<file path="config.mk">
export PLATFORM = sky130hd
export DESIGN_NAME = fa_bist_ctrl
export DESIGN_NICKNAME = d
export VERILOG_FILES = /design/src/rtl/fa_pkg.sv /design/src/rtl/fa_bist_cmp.sv /design/src/rtl/fa_bist_ctrl.sv
export SDC_FILE = /design/constraint.sdc
export NUM_CORES = 1
export LEC_CHECK = 0
export BUFFER_PORTS_ARGS = -buffer_cell sky130_fd_sc_hd__buf_2
export CAP_MARGIN = 20
export CORE_AREA = 4 4 51 53
export DETAILED_ROUTE_END_ITERATION = 7
export DIE_AREA = 0 0 55 57
export GPL_TIMING_DRIVEN = 0
export PLACE_DENSITY = 0.81
export SLEW_MARGIN = 20
export SYNTH_ARGS = -nofsm -noshare
export SYNTH_HDL_FRONTEND = slang
export SYNTH_SLANG_ARGS = --single-unit
export TNS_END_PERCENT = 1
</file>
<file path="constraint.sdc">
create_clock -name clk -period 4.93 [get_ports clk]
set_input_delay 0.2465 -clock clk [delete_from_list [all_inputs] [get_ports clk]]
set_output_delay 0.2465 -clock clk [all_outputs]
set_load 0.01 [all_outputs]
</file>
<file path="src/rtl/fa_pkg.sv">
// Shared definitions for the full-adder BIST: FSM state encoding, pattern count
// and the golden full-adder model.
package fa_pkg;

    typedef enum logic [1:0] {
        IDLE  = 2'd0,
        DRIVE = 2'd1,
        DONE  = 2'd2
    } fa_state_t;

    localparam int unsigned NUM_PAT = 8;

    // Returns {carry,sum} for a 1-bit full adder.
    function automatic logic [1:0] fa_golden(input logic a, input logic b, input logic cin);
        return {1'b0, a} + {1'b0, b} + {1'b0, cin};
    endfunction

endpackage

</file>
<file path="src/rtl/fa_bist_cmp.sv">
// Registered comparator: on sample_en checks {carry,sum} against the golden model
// for pattern idx and accumulates the per-pattern failure map and error count.
module fa_bist_cmp
    import fa_pkg::*;
(
    input  logic               clk,
    input  logic               rst_n,
    input  logic               clear,
    input  logic               sample_en,
    input  logic [2:0]         idx,
    input  logic               sum,
    input  logic               carry,
    output logic [NUM_PAT-1:0] fail_map,
    output logic [3:0]         err_count
);

    logic mismatch;

    always_comb begin
        mismatch = ({carry, sum} != fa_golden(idx[2], idx[1], idx[0]));
    end

    // Each pattern is sampled once per run, so err_count tops out at 8.
    always_ff @(posedge clk or negedge rst_n) begin
        if (!rst_n) begin
            fail_map  <= '0;
            err_count <= '0;
        end else if (clear) begin
            fail_map  <= '0;
            err_count <= '0;
        end else if (sample_en && mismatch) begin
            fail_map[idx] <= 1'b1;
            err_count     <= err_count + 4'd1;
        end
    end

endmodule

</file>
<file path="src/rtl/fa_bist_ctrl.sv">
// BIST controller for the 1-bit full adder: walks all eight {a,b,cin} patterns,
// holds each for HOLD_CYCLES clocks and checks the adder on the last held cycle.
module fa_bist_ctrl
    import fa_pkg::*;
#(
    parameter int unsigned HOLD_CYCLES = 4
) (
    input  logic               clk,
    input  logic               rst_n,
    input  logic               start,
    input  logic               sum,
    input  logic               carry,
    output logic               a,
    output logic               b,
    output logic               cin,
    output logic               busy,
    output logic               done,
    output logic               pass,
    output logic [NUM_PAT-1:0] fail_map,
    output logic [3:0]         err_count
);

    localparam int unsigned HW = (HOLD_CYCLES < 2) ? 1 : $clog2(HOLD_CYCLES);
    localparam logic [HW-1:0] HOLD_LAST = HW'(HOLD_CYCLES - 1);
    localparam logic [2:0]    IDX_LAST  = 3'(NUM_PAT - 1);

    if (HOLD_CYCLES < 2) begin : g_bad_hold
        $error("fa_bist_ctrl: HOLD_CYCLES must be >= 2");
    end
    if (NUM_PAT != 8) begin : g_bad_npat
        $error("fa_bist_ctrl: NUM_PAT must be 8");
    end

    fa_state_t       state;
    logic [2:0]      idx;
    logic [HW-1:0]   hold;
    logic            sample_en;
    logic            clear;

    always_comb begin
        sample_en = (state == DRIVE) && (hold == HOLD_LAST);
        clear     = start && (state != DRIVE);
        pass      = done && (fail_map == '0);
    end

    always_ff @(posedge clk or negedge rst_n) begin
        if (!rst_n) begin
            state         <= IDLE;
            idx           <= '0;
            hold          <= '0;
            {a, b, cin}   <= '0;
            busy          <= 1'b0;
            done          <= 1'b0;
        end else begin
            case (state)
                IDLE, DONE: begin
                    if (start) begin
                        state       <= DRIVE;
                        idx         <= '0;
                        hold        <= '0;
                        {a, b, cin} <= '0;
                        busy        <= 1'b1;
                        done        <= 1'b0;
                    end
                end
                DRIVE: begin
                    if (hold == HOLD_LAST) begin
                        hold <= '0;
                        if (idx == IDX_LAST) begin
                            state       <= DONE;
                            {a, b, cin} <= '0;
                            busy        <= 1'b0;
                            done        <= 1'b1;
                        end else begin
                            idx         <= idx + 3'd1;
                            {a, b, cin} <= idx + 3'd1;
                        end
                    end else begin
                        hold <= hold + HW'(1);
                    end
                end
                default: begin
                    state <= IDLE;
                    busy  <= 1'b0;
                    done  <= 1'b0;
                end
            endcase
        end
    end

    fa_bist_cmp u_cmp (
        .clk       (clk),
        .rst_n     (rst_n),
        .clear     (clear),
        .sample_en (sample_en),
        .idx       (idx),
        .sum       (sum),
        .carry     (carry),
        .fail_map  (fail_map),
        .err_count (err_count)
    );

endmodule

</file>
After elaboration in Yosys (flattened, before gate mapping)
Index checks and enable logic that the tools add are counted.
{"block": "op_classes", "mux": 34, "magnitude_cmp": 2, "n_eq_ne": 10, "reduce_logical": 14, "n_bitwise": 1, "add_sub_neg": 5}
{"operator": "$mux 8", "count": 2}
{"operator": "$mux 1", "count": 13}
{"operator": "$mux 2", "count": 5}
{"operator": "$pmux 1 s2", "count": 5}
{"operator": "$mux 3", "count": 3}
{"operator": "$logic_not 8->1", "count": 1}
{"operator": "$mux 4", "count": 2}
{"operator": "$or 8x8->8", "count": 1}
{"operator": "$pmux 2 s2", "count": 2}
{"operator": "$ne 2x1->1 const B", "count": 3}
{"operator": "$pmux 3 s2", "count": 1}
{"operator": "$reduce_and 3->1", "count": 2}
{"operator": "$logic_and 1x1->1", "count": 5}
{"operator": "$add 4x1->4 const B", "count": 1}
{"operator": "$eq 2x2->1 const B", "count": 2}
{"operator": "$lt 3x4->1 const B", "count": 1}
{"operator": "$ne 2x2->1 const B", "count": 2}
{"operator": "$reduce_and 4->1", "count": 1}
{"operator": "$reduce_bool 2->1", "count": 2}
{"operator": "$add 3x1->3 const B", "count": 1}
{"operator": "$demux 1 s3", "count": 1}
{"operator": "$eq 3x3->1 const B", "count": 1}
{"operator": "$ge 3x1->1 const B", "count": 1}
{"operator": "$add 1x1->2", "count": 1}
{"operator": "7 further kinds", "count": 7}
{"block": "word_totals", "word_cells": 76, "regBits": 24, "out_inout_bits": 18}

Depth between registers and ports, before layout
{"block": "depth", "ltp_word": 7, "depth_mapped": 5, "mapped_depth_nobuf": 5}

Hierarchy
Synthesis repeated with hierarchy kept, for this count alone.
{"block": "hier_totals", "hier_cells": 115, "hier_area_um2": 1184.9}
{"module": "fa_bist_cmp", "seq_area_each_um2": 300.3, "instances": 1, "cells_per_inst": 61, "area_each_um2": 634.4}
{"module": "fa_bist_ctrl", "seq_area_each_um2": 275.3, "instances": 1, "cells_per_inst": 54, "area_each_um2": 550.5}

Worst setup path before layout
OpenSTA, ideal clock, no wires.
{"block": "synth_path", "path_kind": "reg-to-reg", "from": "register idx[0]", "to": "register u_cmp.fail_map[1]", "stages_incl_launch_ff": 6, "period_less_slack_ns": 1.824, "n_path_buf": 0, "path_slack_ns": 3.106, "arrival_time_ns": 1.703, "path_cell_list": "dfrtp_1 -> inv_1 -> fa_1 -> xor2_1 -> a21oi_2 -> a32o_1"}
{"block": "synth_via", "elab_chain_cells": 7, "word_cells_on_any_way": 12, "classes_between": "1 x add/sub; 2 x order compare; 1 x eq/ne; 4 x mux; 1 x bitwise; 3 x reduce/logical"}
{"element": "start, declared", "line_no": "fa_bist_ctrl.sv:35", "text": "logic [2:0] idx;"}
{"element": "start signal, assigned", "line_no": "fa_bist_ctrl.sv:75", "text": "idx <= idx + 3'd1;"}
{"element": "$lt 3x4->1 (not written as such) / $ge 3x1->1 (equally long branches)", "line_no": "fa_bist_cmp.sv:32", "text": "fail_map[idx] <= 1'b1;"}
{"element": "$logic_and 1x1->1 (not written as such)", "line_no": "fa_bist_cmp.sv:32"}
{"element": "$mux 1 (not written as such)", "line_no": "fa_bist_cmp.sv:32"}
{"element": "$demux 1 s3"}
{"element": "$or 8x8->8 (no line)"}
{"element": "$mux 8", "line_no": "fa_bist_cmp.sv:31", "text": "end else if (sample_en && mismatch) begin"}
{"element": "$mux 8", "line_no": "fa_bist_cmp.sv:28", "text": "end else if (clear) begin"}
{"element": "end signal, assigned", "line_no": "fa_bist_cmp.sv:26", "text": "fail_map <= '0;"}
{"element": "end signal, assigned", "line_no": "fa_bist_cmp.sv:29", "text": "fail_map <= '0;"}
{"element": "end signal, assigned by index", "line_no": "fa_bist_cmp.sv:32"}
{"element": "end, declared", "line_no": "fa_bist_cmp.sv:13", "text": "output logic [NUM_PAT-1:0] fail_map,"}
Several ways; a longest one is shown, not always the timed one. The select of a mux whose other input is x is not followed.
A chain may end at the register's enable or synchronous reset.

Worst setup path after layout
{"block": "layout_path", "from": "register idx[2]", "to": "register u_cmp.err_count[1]"}
{"block": "layout_via", "elab_chain_cells": 5}
{"element": "$add 1x1->2", "line_no": "fa_pkg.sv:15", "text": "return {1'b0, a} + {1'b0, b} + {1'b0, cin};"}
{"element": "$add 2x1->2", "line_no": "fa_pkg.sv:15"}
{"element": "$ne 2x2->1", "line_no": "fa_bist_cmp.sv:20", "text": "mismatch = ({carry, sum} != fa_golden(idx[2], idx[1], idx[0]));"}
{"element": "$logic_and 1x1->1", "line_no": "fa_bist_cmp.sv:31"}
{"element": "$reduce_bool 2->1 (no line)"}
{"element": "end signal, assigned", "line_no": "fa_bist_cmp.sv:33", "text": "err_count <= err_count + 4'd1;"}
{"element": "end, declared", "line_no": "fa_bist_cmp.sv:14", "text": "output logic [3:0] err_count"}
No other way between the ends.

==> metrics.md <==
| Metric | Value |
|---|---|
| Status | completed |
| Detailed-route wire length | 2150 um |
| Vias in the first global route | 896 |
| DRT antenna net count | 0 |
| Setup WS post-layout | 2.85 ns |
| Pwr dens | 601 nW/um2 |
| DR WL/cell | 13.9 um |
| Synth Warn # | 0 |
| Sinks on Clock Net | 23 |
| Peak VDD IR | 0.352 mV |
| Initial antenna violation count | 0 |
| Global placer's final weighted congestion | 0.778 |
| Clock buffer depth | 2 |
| Synth Register Bits | 23 |
| CTS tree | built |
| Grt total ovfl | 0 |
| Drt pass-1 iters | 4 |
| Post-Synthesis Cells | 100 |
| # setup viols final | 0 |
| Pre-CTS setup slack | 2.84 ns |
| Io pins | 23 |
| Worst relative slew slack | 0.659 |
| Final hold slack | 0.244 ns |
| Post-Syn Area | 1130 um2 |
| Initial core utilization | 0.525 |
| Area leader, netlist | dfrtp_1 |
| Clk slew on worst S/H paths | 0.12 ns |
| Via density | 5.58 |
| Fin. Hold Viols | 0 |
| DRC Markers | 0 |
| Initial DRC count | 9 |
| Design Power | 0.000788 W |
| Static Leak | 0.652 nW |
| Filler cells | 202 |
| Die height | 57 um |
| First-pass GRT wire length | 3680 um |
| GRT Total Usage | 0.159 |
| Yosys top cell area share | 0.510 |
| Worst Max-Slew Pin Slew | 0.511 ns |
| Clk Latency, worst-skew pair | 0.31 ns |
| DR vias | 865 |
| Die Width | 55 um |
| Die Area | 3140 um2 |
| Multi-input gate area | 500 um2 |
| Largest net degree at the start of global routing | 24 |
| Netlist cell types | 28 |
| Register area | 576 um2 |
| Cts bufs inserted | 3 |
| FP Rows | 17 |
| Post-synthesis sequential area ratio | 0.510 |
| Placed insts | 150 |
| Worst EP required | 5.17 ns |
| CP Max Fanout | 10 |
| Fraction of final layout cells sized beyond drive strength 1 | 0.244 |
| Non-Filler Instances | 155 |
| WP data arrival | 2.32 ns |
| CP Launch Type | flip-flop |
| Root buffer cell | clkbuf_4 |
| Syn_nets | 110 |
| Hold WC Path Type | input pin to flip-flop |
| Dpl hpwl | 1690 um |
| Period utilization | 0.421 |
| Area delta synth->final | 16.1% |
| Top cells by area, synth | dfrtp_1 51%, a32o_1 5.3%, ha_1 4.4%, mux2i_1 3.5%, o21ai_0 3.5% |
| Mean post-synth cell area | 11.3 um2 |
| Post-route setup TNS | 0 ns |
| H-tree levels | 1 |
| Final #Nets | 138 |
| Max Cap Viol | 0 |
| Kind of end point of the critical path | flip-flop |
| CP Class | flip-flop to flip-flop |
| Antenna cells | 0 |
| Buffers on Ports | 22 |
| Post-layout min period | 2.08 ns |
| Unrepaired setup endpoints after global routing | no |
| Max Fclk | 482 MHz |
| CORE AREA | 2150 um2 |
| Max-slew violations | 0 |
| Skew final | 0.00929 ns |
[registers in the layout (all words and copies together) (netlist names)]
name             count
a                    1
b                    1
busy                 1
cin                  1
hold                 2
idx                  3
state                2
u_cmp.err_count      4
u_cmp.fail_map       8
[final timing paths]
kind,to,slack (ns),depth (start not counted),from
worst max-delay path,u_cmp.err_count[1],2.85,5,idx[2]
worst min-delay path,busy,0.24,3,start
worst max register to register,u_cmp.err_count[1],2.85,5,idx[2]
worst min register to register,u_cmp.err_count[3],0.49,1,u_cmp.err_count[3]
max in group asynchronous,hold[0],4.16,2,rst_n
min in group asynchronous,u_cmp.fail_map[6],0.42,2,rst_n
[critical path, cell delays in order (launching register included)]
cell	delay, ns
dfrtp_1	0.46
inv_1	0.20
fa_1	0.46
xor2_1	0.21
a21oi_2	0.43
mux2i_1	0.26
[logic make-up after synthesis]
family | after synthesis | synth area share
xor+xnor | 2 | 0.0155
mux | 5 | 0.0455
compound gates | 27 | 0.186
buf+inv | 10 | 0.0466
fa+ha+maj | 5 | 0.0621
flops | 23 | 0.510
simple gates | 28 | 0.134
[cell usage after synthesis, drive strengths merged]
master	number
dfrtp	23
inv	8
nand2	8
o21ai	8
nor2	7
a32o	6
a22o	4
ha	4
mux2i	4
nand3	4
nand3b	3
a2111o	2
a211oi	2
a21oi	2
buf	2
nor4	2
xor2	2
a21o	1
a22oi	1
and2b	1
fa	1
mux2	1
nand2b	1
nor3	1
o32ai	1
or2b	1
[cell usage in the layout (no fill, tap or decap), drive strengths merged]
cell type	instances
mux2	1
a22o	4
nor2	7
inv	8
nor3	1
o21ai	8
a21oi	2
nand3b	3
nand2	8
dlygate4sd3	1
a211oi	2
ha	4
a32o	6
nand2b	1
o32ai	1
or2b	1
nor4	2
a2111o	2
fa	1
nand3	4
dfrtp	23
clkbuf	4
and2b	1
mux2i	4
buf	24
xor2	2
a22oi	1
a21o	1
[cell type report]
cell class                      instances  share of cell area
Buffer                                  2              0.0172
Multi-Input combinational cell         67               0.382
Inverter                                8              0.0229
Tap cell                               28              0.0267
Timing Repair Buffer                   23              0.0917
Clock buffer                            4              0.0201
Sequential cell                        23               0.439
[metal layers]
metal | part of all wire | up-vias | GRT usage | wire (um)
met1 | 0.43 | 422 | 0.204 | 932
li1 | - | 423 | - | -
met5 | 0 | - | 0 | 0
met2 | 0.50 | 18 | 0.260 | 1080
met3 | 0.046 | 2 | 0.0235 | 98
met4 | 0.014 | 0 | 0.0694 | 31
[metrics by stage]
step	util	cell area, um2
finish	0.610	1310
global route	0.610	1310
CTS	0.610	1310
detailed placement	0.593	1270
global placement	0.593	1270
floorplan	-	1130
[power breakdown]
part / total, W / internal [W] / switching (W)
sequential: 0.000335 / 0.000265 / 0.0000692
clock: 0.0000863 / 0.0000317 / 0.0000546
combinational: 0.000367 / 0.000166 / 0.000201
[timing repair]
item | in CTS | in global routing
gates resized for setup | 0 | 0
endpoints found under the setup margin | 0 | 0
hold buffers | 1 | 0
setup buffers | 0 | 0
hold endpoints to repair | 23 | 0
Power figures use the tool's default switching activity.
